**config.mk**
```make
export PLATFORM = sky130hd
export DESIGN_NAME = authentication_ctrl
export DESIGN_NICKNAME = d
export VERILOG_FILES = /design/src/rtl/authentication_ctrl.sv
export SDC_FILE = /design/constraint.sdc
export NUM_CORES = 1
export LEC_CHECK = 0
export CAP_MARGIN = 20
export CORE_MARGIN = 4
export CORE_UTILIZATION = 40
export CTS_BUF_LIST = sky130_fd_sc_hd__clkbuf_8 sky130_fd_sc_hd__clkbuf_16
export CTS_CLUSTER_DIAMETER = 60
export CTS_CLUSTER_SIZE = 24
export DETAILED_ROUTE_END_ITERATION = 7
export HOLD_SLACK_MARGIN = 0.02
export PLACE_DENSITY = 0.73
export SYNTH_ARGS = -nofsm -noshare
export SYNTH_HDL_FRONTEND = slang
export SYNTH_SLANG_ARGS = --single-unit
```
**constraint.sdc**
```tcl
create_clock -name clk -period 1.25 [get_ports clk]
set_input_delay 0.125 -clock clk [delete_from_list [all_inputs] [get_ports clk]]
set_output_delay 0.125 -clock clk [all_outputs]
set_load 0.01 [all_outputs]
```
**src/rtl/authentication_ctrl.sv**
```systemverilog
// Account/PIN lookup against a fixed 10-entry ROM, with a registered match result,
// a count of failed login attempts and a sticky lockout flag.
module authentication_ctrl #(
    parameter int NUM_ACCTS = 10,
    parameter int ACC_W     = 12,
    parameter int PIN_W     = 4,
    parameter int IDX_W     = 4,
    parameter int MAX_FAILS = 3
) (
    input  logic             clk,
    input  logic             reset,
    input  logic [ACC_W-1:0] acc_number,
    input  logic [PIN_W-1:0] pin,
    input  logic             action,
    input  logic             de_auth,
    output logic             was_successful,
    output logic [IDX_W-1:0] acc_index,
    output logic             exit_on_three_failures
);

    // Account numbers are decimal values reduced to ACC_W bits.
    localparam logic [ACC_W-1:0] ACCT [10] = '{
        ACC_W'(32'd1234), ACC_W'(32'd5673), ACC_W'(32'd3487), ACC_W'(32'd2352),
        ACC_W'(32'd9999), ACC_W'(32'd3546), ACC_W'(32'd7896), ACC_W'(32'd6688),
        ACC_W'(32'd6776), ACC_W'(32'd1356)
    };
    localparam logic [PIN_W-1:0] PINS [10] = '{
        PIN_W'(4'b0000), PIN_W'(4'b0001), PIN_W'(4'b0010), PIN_W'(4'b1111),
        PIN_W'(4'b1100), PIN_W'(4'b0101), PIN_W'(4'b0110), PIN_W'(4'b0111),
        PIN_W'(4'b1011), PIN_W'(4'b1001)
    };
    localparam logic [2:0] MAX_CNT = 3'(MAX_FAILS);

    logic             succ_q, succ_d;
    logic [IDX_W-1:0] idx_q, idx_d;
    logic             lock_q, lock_d;
    logic [2:0]       fail_cnt_q, fail_cnt_d;
    logic             de_auth_q;

    logic             hit_any;
    logic [IDX_W-1:0] hit_idx;
    logic             lock_eff;
    logic             rise;

    always_comb begin
        hit_any = 1'b0;
        hit_idx = '0;
        // Ascending scan: the highest matching index overwrites earlier ones.
        for (int unsigned i = 0; i < 32'(NUM_ACCTS); i++) begin
            if (acc_number == ACCT[i] && (!action || pin == PINS[i])) begin
                hit_any = 1'b1;
                hit_idx = IDX_W'(i);
            end
        end
    end

    always_comb begin
        lock_eff   = lock_q & action;
        succ_d     = hit_any & ~de_auth & ~lock_eff;
        idx_d      = succ_d ? hit_idx : '0;
        rise       = de_auth & ~de_auth_q;
        fail_cnt_d = fail_cnt_q;
        if (rise && action) begin
            if (succ_q)
                fail_cnt_d = '0;
            else if (fail_cnt_q < MAX_CNT)
                fail_cnt_d = fail_cnt_q + 3'd1;
        end
        lock_d = lock_q | (fail_cnt_d == MAX_CNT);
    end

    always_ff @(posedge clk or negedge reset) begin
        if (!reset) begin
            succ_q     <= 1'b0;
            idx_q      <= '0;
            lock_q     <= 1'b0;
            fail_cnt_q <= '0;
            de_auth_q  <= 1'b0;
        end else begin
            succ_q     <= succ_d;
            idx_q      <= idx_d;
            lock_q     <= lock_d;
            fail_cnt_q <= fail_cnt_d;
            de_auth_q  <= de_auth;
        end
    end

    assign was_successful         = succ_q;
    assign acc_index              = idx_q;
    assign exit_on_three_failures = lock_q;

endmodule

```
# Yosys cells after proc, flatten, opt, wreduce, memory -nomap -nowiden

Index checks and enable logic that the tools add are counted.

Memories kept: 0
Memory bits (writable): 0
Register bits after elaboration: 10
Input port bits: 20
Output and inout port bits: 6
Latch bits: 0
ROM bits: 0

Div/mod/pow operators: 0
Multiplexer cells: 23
Shift operators: 0
$lt $le $gt $ge: 1
Bitwise gates (word level): 8
Reduce and logical (&&, ||, !) cells: 23
Multipliers: 0
Equal/unequal tests: 20
$add $sub $neg: 1

Operator list:

| operator                                                             | count |
|---|---|
| 12-bit == test, second input constant                                | 6 |
| 12-bit by 11-bit == test with 1-bit output, second input constant    | 4 |
| 4-bit 2-to-1 mux                                                     | 9 |
| 4-bit == test, second input constant                                 | 4 |
| 4-bit by 3-bit == test with 1-bit output, second input constant      | 3 |
| 1-bit logical AND                                                    | 11 |
| 1-bit 2-to-1 mux                                                     | 11 |
| 1-bit logical OR                                                     | 10 |
| 3-bit 2-to-1 mux                                                     | 3 |
| 1-bit bitwise AND                                                    | 4 |
| 4-bit by 1-bit == test with 1-bit output, second input constant      | 1 |
| 4-bit by 2-bit == test with 1-bit output, second input constant      | 1 |
| 4-bit zero test                                                      | 1 |
| 3-bit by 1-bit adder with 3-bit output, second input constant        | 1 |
| 3-bit by 2-bit == test with 1-bit output, second input constant      | 1 |
| 3-bit by 2-bit < comparator with 1-bit output, second input constant | 1 |
| 1-bit inverter                                                       | 3 |
| 1-bit zero test                                                      | 1 |
| 1-bit OR                                                             | 1 |

# Longest topological paths before layout

Depth after elaboration: 16
Gate-level depth with buffers: 5

# Worst setup path after synthesis

Ideal clock, no wire load.

Kind: input to register
Start point: in acc_number[5]
End point: reg idx_q[2], in the netlist acc_index[2]
Library setup time: 0.069 ns
Stages: 4
Data required time: 1.181 ns
Path buffers: 0
Slack: -0.210 ns
Arrival: 1.391 ns
Cell sequence: or4b_1 > or4b_1 > nand4_1 > nor2b_2

Cells in the longest elaborated chain, start to end: 15

Ends and longest elaborated chain:

| what                                       | RTL line | source |
|---|---|---|
| from (decl)                                | 12       | `input logic [ACC_W-1:0] acc_number,` |
| 12-bit by 11-bit == test with 1-bit output | 50       | `if (acc_number == ACCT[i] && (!action \|\| pin == PINS[i])) begin` |
| 1-bit logical AND                          | 50       |  |
| 1-bit 2-to-1 mux (10 in a row)             | 50       |  |
| 1-bit bitwise AND (2 in a row)             | 59       | `succ_d = hit_any & ~de_auth & ~lock_eff;` |
| 4-bit 2-to-1 mux *                         | 60       | `idx_d = succ_d ? hit_idx : '0;` |
| via idx_d[2]                               | 35       | `logic [IDX_W-1:0] idx_q, idx_d;` |
| to (signal assigned)                       | 81       | `idx_q <= idx_d;` |
| to (decl)                                  | 35       |  |

The timed path passes the listed nets; every way through them passes the cells marked *.

# Worst setup path after layout

Start point: in pin[1]
End point: reg succ_q, in the netlist was_successful

Cells in the longest elaborated chain, start to end: 15

Ends and longest elaborated chain:

| what                             | RTL line | source |
|---|---|---|
| from (decl)                      | 13       | `input logic [PIN_W-1:0] pin,` |
| 4-bit zero test                  | 50       |  |
| 1-bit logical OR                 | 50       |  |
| 1-bit logical AND                | 50       |  |
| 1-bit 2-to-1 mux (9 in a row)    | 50       |  |
| 1-bit 2-to-1 mux *               | 50       |  |
| 1-bit bitwise AND * (2 in a row) | 59       |  |
| via succ_d                       | 34       | `logic succ_q, succ_d;` |
| to (signal assigned)             | 80       | `succ_q <= succ_d;` |
| to (decl)                        | 34       |  |

Marks and branches as above.

==> results by group <==
Flow run
  • Max Cap Viol: 0

Worst setup path
  • Crit. End Element: flip-flop
  • Crit path kind: input pin to flip-flop
  • Crit path DAT: 1.60 ns
  • Critical path depth: 7
  • Crit. Startpoint: pin[1]
  • CP Launch Type: input pin
  • Setup crit end: was_successful$_DFF_PN0_
  • Slowest stage delay, CP: 0.39 ns
  • Worst Path Buf+Inv: 2
  • Slowest-stage cell, CP: o31ai_1
  • RR Startpoint: de_auth_q$_DFF_PN0_
  • R2R depth: 5
  • Crit path cell chain: dlygate4sd2_1 -> buf_4 -> nand2b_1 -> o31ai_1 -> nand3_1 -> o21ai_0 -> o31a_1
  • Crit-path max FO: 6
  • Req. time, crit path: 1.44 ns
  • CP delay by family, top: compound AO/OA/AOI/OAI gates
  • Worst reg2reg path endpoint: exit_on_three_failures$_DFF_PN0_
  • FF-to-FF setup slack: -0.07 ns

Clocking
  • Clk Latency, worst-skew pair: 0.25 ns
  • Clk root buf: clkbuf_8
  • CTS Buf Count: 3
  • Clock Tree Buf Depth: 2
  • Clock sink total: 10
  • H-tree levels: 1
  • CTS Hold Bufs: 0
  • CTS clk-pin slew, worst paths: 0.06 ns
  • CTS tree: yes

Timing
  • Peak Freq: 706 MHz
  • Final setup margin: -0.165 ns
  • RSZ-0062 raised after global routing: yes
  • Fin crit share: 1.13
  • Minimum clock period: 1.42 ns
  • Slew Limit Fails: 0
  • Hold Fails Final Rpt: 0
  • Skew final: 0.0124 ns
  • Final setup fails: 7
  • Worst-Margin Slew: 0.437 ns
  • TNS Setup: -0.671 ns
  • Rel. slew slack: 0.708

Global routing
  • Largest net degree at the start of global routing: 11
  • Vias in the first global route: 1169
  • Global-route usage over all layers: 0.272
  • Initial antenna violation count: 0
  • First-pass GRT wire length: 5.37 mm
  • Remaining global-route overflow: 0

Final layout
  • Final #Nets: 186
  • Register area: 250 sq um
  • Area of the multi-input gates: 677 sq um
  • Design area: 1530 sq um
  • Final core utilization: 0.850
  • ANT cells: 0
  • # fillers: 109
  • Area Overhead vs Synth: 91.3%
  • Proportion of layout cells with a drive suffix above 1: 0.460

Run status
  • Status: finished, violations left
  • Violated checks: negative setup slack

Pwr
  • Leak pwr: 0.685 nW
  • Pint: 0.000727 W
  • Sequential power share: 0.354
  • P per Cell Area: 700 nW/um^2
  • Clk pwr share: 0.336
  • Combinational power share: 0.310
  • VDD IR max: 0.594 mV
  • P_sw: 0.000345 W
  • Switching share of power: 0.322

Placed design
  • I/O Buffers: 25
  • Placed inst area: 1320 sq um
  • Place WS: -0.849 ns
  • RePlAce Congestion: 0.880
  • HPWL after DPL: 2.22 mm

Floorplan
  • Die H: 52.7 um
  • Area of the die: 2780 sq um
  • Chip Width: 52.7 um
  • Core Footprint: 1800 sq um
  • Rows: 15
  • Initial core utilization: 0.444
  • IO Pins: 26

Routing
  • Avg Vias per Cell: 6.47
  • Via count: 1217
  • WL/cell: 20.3 um
  • M1 WL: 1.38 mm
  • Starting DRT DRC Count: 87
  • Met3 Wirelength: 363 um
  • WL final: 3.81 mm
  • Uppermost layer routed: met4
  • Drt drc: 0
  • Met2 WL: 1.78 mm
  • Final antenna-violating net count: 0
  • Drt pass-1 iters: 5

Synthesis
  • FF+latch count, synth: 10
  • Cell count after synthesis: 98
  • Syn Area/Cell: 8.17 sq um
  • Syn_nets: 119
  • Sequential area share after synthesis: 0.313
  • Cell Area, Synth: 801 sq um
  • Count of cell types in the netlist: 32
  • Yosys warning count: 0

Worst hold path
  • Tightest Hold Check Type: input pin to async pin
==> per-layer routing <==
metal,vias up,GRT usage
met5,-,0
li1,520,-
met3,37,0.0798
met1,544,0.285
met2,116,0.461
met4,0,0.187
==> registers in the layout (all words and copies together) (netlist names) <==
name and cells:
acc_index 4, fail_cnt_q 3, de_auth_q 1, exit_on_three_failures 1, was_successful 1
==> through the flow <==
stage	instances	hold WS [ns]	total power, W
CTS	187	0.212	0.00101
global route	188	0.238	0.00111
floorplan	98	-0.171	0.000464
finish	188	0.178	0.00107
detailed placement	176	0.470	0.000651
global placement	176	0.462	0.000641
==> layout make-up <==
cell class	count	share of cell area
multi-input cells	86	0.442
repair buffers	63	0.345
flip-flops and latches	10	0.163
clock buffers	3	0.0270
well taps	25	0.0204
inverters	1	0.00245
==> power by group through the flow <==
stage | logic [W] | clock network [W] | registers (W)
global route | 0.000353 | 0.000375 | 0.000381
floorplan | 0.0000916 | 0 | 0.000372
global placement | 0.000264 | 0 | 0.000376
detailed placement | 0.000273 | 0 | 0.000378
finish | 0.000332 | 0.000361 | 0.000379
CTS | 0.000292 | 0.000342 | 0.000374
==> Yosys cell counts (all sizes together) <==
cell type / count / area share
o31a: 3 / 0.033
a31oi: 4 / 0.031
nor3: 1 / 0.0062
a21oi: 6 / 0.038
a31o: 1 / 0.011
nor4b: 3 / 0.033
nor2: 9 / 0.042
nand4bb: 1 / 0.014
clkbuf: 1 / 0.0047
nor3b: 1 / 0.0094
o31ai: 2 / 0.019
dfrtp: 10 / 0.31
and3: 3 / 0.023
nor2b: 1 / 0.011
nor4: 2 / 0.016
nand2: 12 / 0.056
a2111oi: 2 / 0.030
nand4: 3 / 0.023
o22a: 1 / 0.011
o21ai: 7 / 0.044
ha: 1 / 0.016
nand3b: 3 / 0.028
o21a: 1 / 0.0094
nand4b: 3 / 0.033
nand2b: 4 / 0.031
nand3: 5 / 0.031
a21o: 1 / 0.0094
inv: 1 / 0.0047
or4: 1 / 0.0094
or4b: 4 / 0.050
o41ai: 1 / 0.011
==> worst min-delay path by stage <==
stage | slack [ns] | start | end | cells after the start
2_1_floorplan | -0.17 | reset | acc_index[0]$_DFF_PN0_ | 0
3_3_place_gp | 0.46 | reset | fail_cnt_q[0]$_DFF_PN0_ | 1
3_5_place_dp | 0.47 | reset | de_auth_q$_DFF_PN0_ | 1
4_1_cts | 0.21 | reset | fail_cnt_q[0]$_DFF_PN0_ | 1
5_1_grt | 0.24 | reset | de_auth_q$_DFF_PN0_ | 1
6_report | 0.18 | reset | fail_cnt_q[0]$_DFF_PN0_ | 1
==> worst register-to-register path: stages, from the launching register on <==
cell and delay, ns:
dfrtp_1 0.37, nand3b_1 0.26, nor2_2 0.20, a21oi_2 0.08
o21ai_2 0.17, a31o_2 0.17
==> cells by family after synthesis <==
logic type,share of synthesized area
fa+ha+maj,0.0156
compound gates,0.245
flops,0.313
buf+inv,0.00937
simple gates,0.417
==> repair_timing <==
item / in CTS / in global routing
hold endpoints to repair: 0 / 0
setup endpoints to repair: 9 / 10
setup buffers: 7 / 1
cloned: 1 / 0
gates resized for setup: 75 / 22
pin swaps: 17 / 16
==> cells in the final DEF, fill, tap and decap left out, types with 2 or more instances in the layout <==
cell              n
a2111oi_4         2
a21oi_1           4
a21oi_2           2
a31oi_1           4
and3_1            3
buf_2             6
buf_4            32
buf_6             8
buf_8             2
clkbuf_2          3
clkbuf_8          3
clkdlybuf4s15_1   2
clkdlybuf4s50_1   3
dfrtp_1          10
dlygate4sd2_1     4
dlymetal6s2s_1    3
nand2_1          11
nand2b_1          4
nand3_1           4
nand3b_1          3
nand4_1           3
nand4b_1          3
nor2_1            7
nor2_2            2
nor4b_1           2
o21ai_0           3
o21ai_1           3
o31a_1            3
o31ai_1           2
or4b_4            4
Note: power is estimated with default switching activity, not from simulation.
